File: src/rtl/commu_seq.sv
// Phase sequencer for the commu_top path: fires NUM_PH phases in order and waits for each done,
// with a per-phase wait timeout and a bounded whole-sequence retry.
//
// state | meaning
// IDLE  | waiting for slot_rdy / cmd_re, retry_cnt holds last value
// BUF   | parked while pk_frm is high
// FIRE  | one-cycle fire pulse for phase ph_cur
// WAIT  | waiting for done[ph_cur] or timeout
// DONE  | one-cycle seq_ok pulse
// ERR   | one-cycle err_to pulse
module commu_seq #(
    parameter int NUM_PH    = 3,
    parameter int TO_W      = 16,
    parameter int TIMEOUT   = 1000,
    parameter int MAX_RETRY = 3,
    parameter int RETRY_W   = 8,
    localparam int PH_W = (NUM_PH > 1) ? $clog2(NUM_PH) : 1,
    localparam int RC_W = (MAX_RETRY > 0) ? $clog2(MAX_RETRY + 1) : 1
) (
    input  logic               clk_sys,
    input  logic               rst_n,
    output logic [NUM_PH-1:0]  fire,
    input  logic [NUM_PH-1:0]  done,
    input  logic               pk_frm,
    input  logic               slot_rdy,
    input  logic [RETRY_W-1:0] cmd_retry,
    output logic               busy,
    output logic [PH_W-1:0]    ph_cur,
    output logic [RC_W-1:0]    retry_cnt,
    output logic               seq_ok,
    output logic               err_to
);

    typedef enum logic [2:0] {
        S_IDLE,
        S_BUF,
        S_FIRE,
        S_WAIT,
        S_DONE,
        S_ERR
    } state_t;

    // With the timeout disabled the counter just saturates at all-ones.
    localparam bit              TO_EN   = (TIMEOUT != 0);
    localparam logic [TO_W-1:0] TO_LAST = (TIMEOUT == 0) ? '1 : TO_W'(TIMEOUT - 1);
    localparam logic [PH_W-1:0] PH_LAST = PH_W'(NUM_PH - 1);
    localparam logic [RC_W-1:0] RC_MAX  = RC_W'(MAX_RETRY);

    state_t          state;
    logic [TO_W-1:0] to_cnt;
    logic [PH_W-1:0] ph_nxt;
    logic            cmd_re;
    logic            cmd_unused;

    assign cmd_re     = cmd_retry[0] & cmd_retry[1];
    assign cmd_unused = ^cmd_retry;
    assign ph_nxt     = ph_cur + 1'b1;

    always_ff @(posedge clk_sys) begin
        if (!rst_n) begin
            state     <= S_IDLE;
            fire      <= '0;
            busy      <= 1'b0;
            seq_ok    <= 1'b0;
            err_to    <= 1'b0;
            ph_cur    <= '0;
            retry_cnt <= '0;
            to_cnt    <= '0;
        end else begin
            fire   <= '0;
            seq_ok <= 1'b0;
            err_to <= 1'b0;
            case (state)
                S_IDLE: begin
                    if (pk_frm) begin
                        state <= S_BUF;
                    end else if (slot_rdy || cmd_re) begin
                        state     <= S_FIRE;
                        ph_cur    <= '0;
                        retry_cnt <= '0;
                        fire      <= NUM_PH'(1);
                        busy      <= 1'b1;
                    end
                end
                S_BUF: begin
                    if (!pk_frm) state <= S_IDLE;
                end
                S_FIRE: begin
                    to_cnt <= '0;
                    state  <= S_WAIT;
                end
                S_WAIT: begin
                    // done wins over a timeout landing in the same cycle
                    if (done[ph_cur]) begin
                        if (ph_cur == PH_LAST) begin
                            state  <= S_DONE;
                            seq_ok <= 1'b1;
                        end else begin
                            state  <= S_FIRE;
                            ph_cur <= ph_nxt;
                            fire   <= NUM_PH'(1) << ph_nxt;
                        end
                    end else if (TO_EN && to_cnt == TO_LAST) begin
                        if (retry_cnt < RC_MAX) begin
                            state     <= S_FIRE;
                            retry_cnt <= retry_cnt + 1'b1;
                            ph_cur    <= '0;
                            fire      <= NUM_PH'(1);
                        end else begin
                            state  <= S_ERR;
                            err_to <= 1'b1;
                        end
                    end else if (to_cnt != TO_LAST) begin
                        to_cnt <= to_cnt + 1'b1;
                    end
                end
                S_DONE, S_ERR: begin
                    state <= S_IDLE;
                    busy  <= 1'b0;
                end
                default: begin
                    state <= S_IDLE;
                    busy  <= 1'b0;
                end
            endcase
        end
    end

endmodule

File: config.mk
export PLATFORM = sky130hd
export DESIGN_NAME = commu_seq
export DESIGN_NICKNAME = d
export VERILOG_FILES = /design/src/rtl/commu_seq.sv
export SDC_FILE = /design/constraint.sdc
export NUM_CORES = 1
export LEC_CHECK = 0
export ABC_CLOCK_PERIOD_IN_PS = 2250
export CAP_MARGIN = 20
export CORE_MARGIN = 2
export CORE_UTILIZATION = 40
export CTS_BUF_LIST = sky130_fd_sc_hd__clkbuf_8
export CTS_CLUSTER_SIZE = 10
export DETAILED_ROUTE_END_ITERATION = 8
export DONT_BUFFER_PORTS = 1
export PLACE_DENSITY = 0.59
export SLEW_MARGIN = 0
export SYNTH_ARGS = -nofsm -noshare
export SYNTH_HDL_FRONTEND = slang
export SYNTH_SLANG_ARGS = --single-unit
File: constraint.sdc
create_clock -name clk_sys -period 2.25 [get_ports clk_sys]
set_input_delay 0 -clock clk_sys [delete_from_list [all_inputs] [get_ports clk_sys]]
set_output_delay 0 -clock clk_sys [all_outputs]
set_load 0.02 [all_outputs]
==> metrics.yaml, run 1 <==
status: "completed"
synthFlopType: "dfxtp_1"
path_cells: "mux2i_4 -> o211a_1 -> a21oi_2 -> buf_4 -> or4_1 -> a21oi_1"
area_delta_synth_final_pct: 12.4
vias_per_cell: 5.59
max_freq_mhz: 488
drive_above_1_share_pct: 11.4
rsz0062_at_grt: "no"
endpoint_kind: "register"
chipWidth_um: 65.4
grt_pass1_wl_um: 5330
chipHeight_um: 65.4
post-route-min-period_ns: 2.05
power.density_nw_per_um2: 647
clock-sinks: 29
place_area_um2: 1560
cp.required_ns: 2.47
num_rows: 22
syn-cell-area_um2: 1510
io_pins: 25
clockBufferDepth: 2
worst_clock_skew_ns: 0.00830
post_drt_wl_per_cell_um: 13.6
fill_cells: 375
track_usage_pct: 16.5
synth_top_area_cell: "dfxtp_1"
critPathMaxFanout: 31
post_cts.repair.setup_buffers: 0
core-area_um2: 3630
synthTopCellsByCount: "dfxtp_1 (29), nand2_1 (21), a21oi_1 (19), o21ai_0 (10), or3_1 (8)"
synth_top_area_share_pct: 38.5
slew_headroom_pct: 76.8
maxCapViolCount: 0
clk_pin_slew_worst_paths_ns: 0.07
syn_avg_cell_area_um2: 8.62
nNetsFinal: 204
cp_data_arrival_time_ns: 2.27
hp-class: "input pin to register"
cp-start-kind: "register"
cts_root_buf: "clkbuf_8"
cts_buffers: 5
path_delay_family: "simple AND/OR/NAND/NOR gates"
max_slew.worst_pin.slew_ns: 0.345
crit_slowest_cell: "or4_1"
first_pass_iters: 4
vias: 1298
ir_worst_vdd_uv: 319
drt-initial-drc-count: 61
path_buf_inv: 1
overflow: 0
area.sequential_um2: 581
die-area_um2: 4280
synthTopCellsByArea: "dfxtp_1 (38%), a21oi_1 (6.3%), nand2_1 (5.2%)"
num_antenna_cells: 0
gp_congestion: 0.736
power_leakage_nw: 0.585
ys_seq_elements: 29
synth_cell_types: 41
yosysMostFrequentCell: "dfxtp_1"
syn_nets: 196
grt_max_degree: 32
synthArstFlopShare_pct: 0
synth_edf_count: 0
ys_warn_count: 0
finalHoldViolCount: 0
seq_area_frac_synth_pct: 38.5
slew_viol_final: 0
fin_setup_tns_ns: 0
syn_inst: 175
clk_latency_ns: 0.29
grt_pass1_vias: 1236
crit_type: "register to register"
post-route-period-util_pct: 91.0
drt-total-wl_um: 3160
antenna_found_initial: 0
final_cell_area_um2: 1700
setup_viol: 0
cts_tree: "yes"
htree_levels: 2
critPathMaxStageDelay_ns: 0.53
portBuffers: 0
dp_hpwl_um: 2180
ant_nets: 0
drc: 0
start_util_pct: 41.5
multiInputGateArea_um2: 875
placed cells by master (no fill, tap or decap), types with 2 or more instances in the layout:
cell            n
nand2b_1        2
o31ai_1         6
a21boi_0        2
nor3_1          2
and3_1          3
or3b_2          2
a21oi_1        19
nand2_1        21
nor4_1          2
ha_1            6
o21a_1          2
or3_1           8
nor2_1          7
o21ai_0        10
dfxtp_1        29
inv_1           5
o22ai_1         2
mux2i_1         4
clkbuf_8        7
and2_1          4
nor2b_1         5
or4_1           7
nand3_1         6
dlygate4sd3_1   3
buf_4           4
tightest hold or removal path, stage by stage:
cell	delay, ns
a21oi_1	0.03
nor2_1	0.08
o21bai_1	0.07
a21oi_1	0.13
power by group:
part,leakage (nW),internal [mW],switching [mW]
logic,0.297,0.0327,0.0554
registers,0.234,0.521,0.0132
clock network,0.0542,0.276,0.198
total,0.585,0.830,0.267
through the flow:
step / hold WS (ns) / instances / total power [mW] / setup WS (ns) / util, %
after floorplan: 0.232 / 175 / 0.616 / 0.301 / -
after CTS: 0.0571 / 232 / 1.11 / 0.190 / 46.7
after detailed placement: 0.128 / 221 / 0.627 / 0.206 / 43.0
final: 0.0653 / 232 / 1.10 / 0.202 / 46.7
after global routing: 0.0753 / 232 / 1.14 / 0.0248 / 46.7
after global placement: 0.128 / 221 / 0.624 / 0.266 / 43.0
repair_timing:
item / in CTS / in global routing
hold endpoints to repair: 10 / 0
resized for setup: 0 / 0
setup endpoints to repair: 0 / 0
hold buffers: 3 / 0
cell families (layout without fill, tap and decap cells):
family,after synthesis,in the layout,synth area share (%)
DFF,29,29,38.5
muxes,5,5,4.15
AOI/OAI and AO/OA,48,48,19.8
buffers and inverters,11,20,3.57
and+or+nand+nor,76,76,29.0
adders and majority gates,6,6,4.97
per-layer routing:
layer  vias to the layer above  GRT usage, %  share of wire, %
li1                        657             -                 -
met1                       617          18.2                45
met2                        17          27.9                49
met3                         7          5.99               3.8
met4                         0          7.81               1.9
met5                         -             0                 0
layout make-up:
cell class	count	area share, %
Clock inverter	1	0.295
Sequential cell	29	34.2
Timing Repair Buffer	7	3.54
Multi-Input combinational cell	135	51.6
Tap cell	48	3.54
Inverter	5	1.11
Clock buffer	7	5.68
sequential cells by signal, indices dropped and copies added (netlist names):
| register | cells |
|---|---|
| state | 3 |
| retry_cnt | 2 |
| to_cnt | 16 |
| ph_cur | 2 |
| err_to | 1 |
| seq_ok | 1 |
| fire | 3 |
| busy | 1 |
worst paths after layout:
kind                                 from    endpoint  slack [ns]  cells past startpoint
worst max-delay path            ph_cur[0]  to_cnt[12]        0.20                      6
worst min-delay path             slot_rdy    state[1]        0.07                      4
worst max register to register  ph_cur[0]  to_cnt[12]        0.20                      6
worst min register to register  to_cnt[1]   to_cnt[1]        0.49                      2
(Power assumes the default switching activity.)
==> run 2: changes to the inputs <==
GPL_ROUTABILITY_DRIVEN = 1   (was unset)
PLACE_DENSITY = unset   (was 0.59)
RECOVER_POWER = 100   (was unset)
==> run 2 against run 1 <==
  * Utilization decreased by 0.24 points
  * Largest power group unchanged
  * Register-to-register slack worse by 0.03 ns
  * Count of clock-buffer cells in the layout stayed put
  * Clock power shrank 1%
  * Largest cell class unchanged
  * Fmax shrank 1.5%
  * Setup slack got worse by 0.032 ns
  * Final area is 0.52% lower
  * Critical path depth is the same
==> metrics.yaml, run 2 (same netlist as run 1, synthesis figures left out) <==
antenna_found_initial: 0
grt_pass1_vias: 1299
max_freq_mhz: 481
post_drt_wl_per_cell_um: 13.9
ant_nets: 0
fin_setup_tns_ns: 0
finalHoldViolCount: 0
clk_pin_slew_worst_paths_ns: 0.06
path_cells: "ha_1 -> nor4b_1 -> nand4_2 -> or3b_2 -> nand3_1 -> a21oi_1"
final_cell_mix: "dfxtp_1 (29), nand2_1 (21), a21oi_1 (19)"
htree_levels: 2
dp_hpwl_um: 2300
drt-initial-drc-count: 42
regMostFlops: "to_cnt"
drc: 0
fin_cells: 231
vias_per_cell: 5.58
track_usage_pct: 17.3
path_buf_inv: 0
area_delta_synth_final_pct: 11.8
hp-class: "input pin to register"
maxCapViolCount: 0
multiInputGateArea_um2: 883
io_pins: 25
reg2reg_from: "to_cnt[0]"
post-route-period-util_pct: 92.5
endpoint_kind: "register"
chipHeight_um: 65.4
gp_congestion: 0.791
reg_top3: "to_cnt: 16 flops, fire: 3 flops, state: 3 flops"
max_slew.worst_pin.slew_ns: 0.340
crit_slowest_cell: "or3b_2"
chipWidth_um: 65.4
area.sequential_um2: 581
die-area_um2: 4280
cts_buffers: 5
r2r_setup_slack_ns: 0.17
num_antenna_cells: 0
cts_root_buf: "clkbuf_8"
critPathMaxFanout: 7
cts_tree: "yes"
post-route-min-period_ns: 2.08
overflow: 0
vias: 1290
status: "completed"
first_pass_iters: 4
post_cts.repair.setup_buffers: 0
rsz0062_at_grt: "no"
drive_above_1_share_pct: 10.4
grt_max_degree: 32
slew_headroom_pct: 77.0
largest_reg_flops: 16
cp-start-kind: "register"
clk_latency_ns: 0.28
num_rows: 22
crit_type: "register to register"
clock-sinks: 29
cp_data_arrival_time_ns: 2.24
layout_commonest_cell: "dfxtp_1"
portBuffers: 0
core-area_um2: 3630
slew_viol_final: 0
ir_worst_vdd_uv: 361
cp-startpoint: "to_cnt[0]"
setup_viol: 0
cp.required_ns: 2.41
worst_clock_skew_ns: 0.00313
power_leakage_nw: 0.570
critPathMaxStageDelay_ns: 0.55
path_delay_family: "simple AND/OR/NAND/NOR gates"
nNetsFinal: 203
min-delay-start: "pk_frm"
power.density_nw_per_um2: 647
fill_cells: 370
place_inst: 221
clockBufferDepth: 2
drt-total-wl_um: 3220
start_util_pct: 41.5
grt_pass1_wl_um: 5630
run 2: cell types whose count changed in the layout (fill, tap and decap cells not counted), sizes merged:
cell	delta
clkbuf	+2
dlygate4sd3	-1
buf	-2
run 2: where the power goes:
| part | leakage, nW | total [mW] | switching (mW) | internal [mW] |
|---|---|---|---|---|
| Clock | 0.0542 | 0.469 | 0.193 | 0.276 |
| Combinational | 0.281 | 0.0865 | 0.0551 | 0.0314 |
| Sequential | 0.234 | 0.535 | 0.0137 | 0.521 |
| Total | 0.570 | 1.09 | 0.262 | 0.829 |
run 2: layout make-up:
class,count,area share (%)
Clock buffer,7,5.71
Clock inverter,1,0.297
Inverter,5,1.11
Multi-Input combinational cell,135,52.4
Sequential cell,29,34.4
Tap cell,48,3.56
Timing Repair Buffer,6,2.52
run 2: worst register-to-register path, cell delays in order, from the launching register on:
cell and delay, ns:
dfxtp_1 0.39, ha_1 0.22, nor4b_1 0.32, nand4_2 0.30, or3b_2 0.56, nand3_1 0.11
a21oi_1 0.07
run 2: per-stage QoR:
| stage | util [%] | worst slack [ns] | instance area [um2] | power [mW] | hold slack [ns] |
|---|---|---|---|---|---|
| 4_1_cts | 46.4 | 0.127 | 1690 | 1.10 | 0.0105 |
| 3_3_place_gp | 43.0 | 0.267 | 1560 | 0.623 | 0.129 |
| 2_1_floorplan | - | 0.301 | 1510 | 0.616 | 0.232 |
| 6_report | 46.4 | 0.169 | 1690 | 1.09 | 0.0192 |
| 5_1_grt | 46.4 | 0.0276 | 1690 | 1.14 | 0.0141 |
| 3_5_place_dp | 43.0 | 0.211 | 1560 | 0.627 | 0.129 |
run 2: what timing repair did:
action | in CTS | in global routing
resized for setup | 0 | 1
hold endpoints to repair | 11 | 0
setup endpoints to repair | 0 | 1
hold buffers | 2 | 0
run 2: metal layers:
layer	track usage [%]	routed length, um
met5	0	0
met2	30.5	1630
met3	6.16	140
met1	18.8	1360
met4	7.03	84
run 2: final timing paths:
| kind | endpoint | cells after the start |
|---|---|---|
| max reg2reg | state[1] | 6 |
| min reg2reg | to_cnt[1] | 2 |
| min | busy | 2 |
| max | state[1] | 6 |
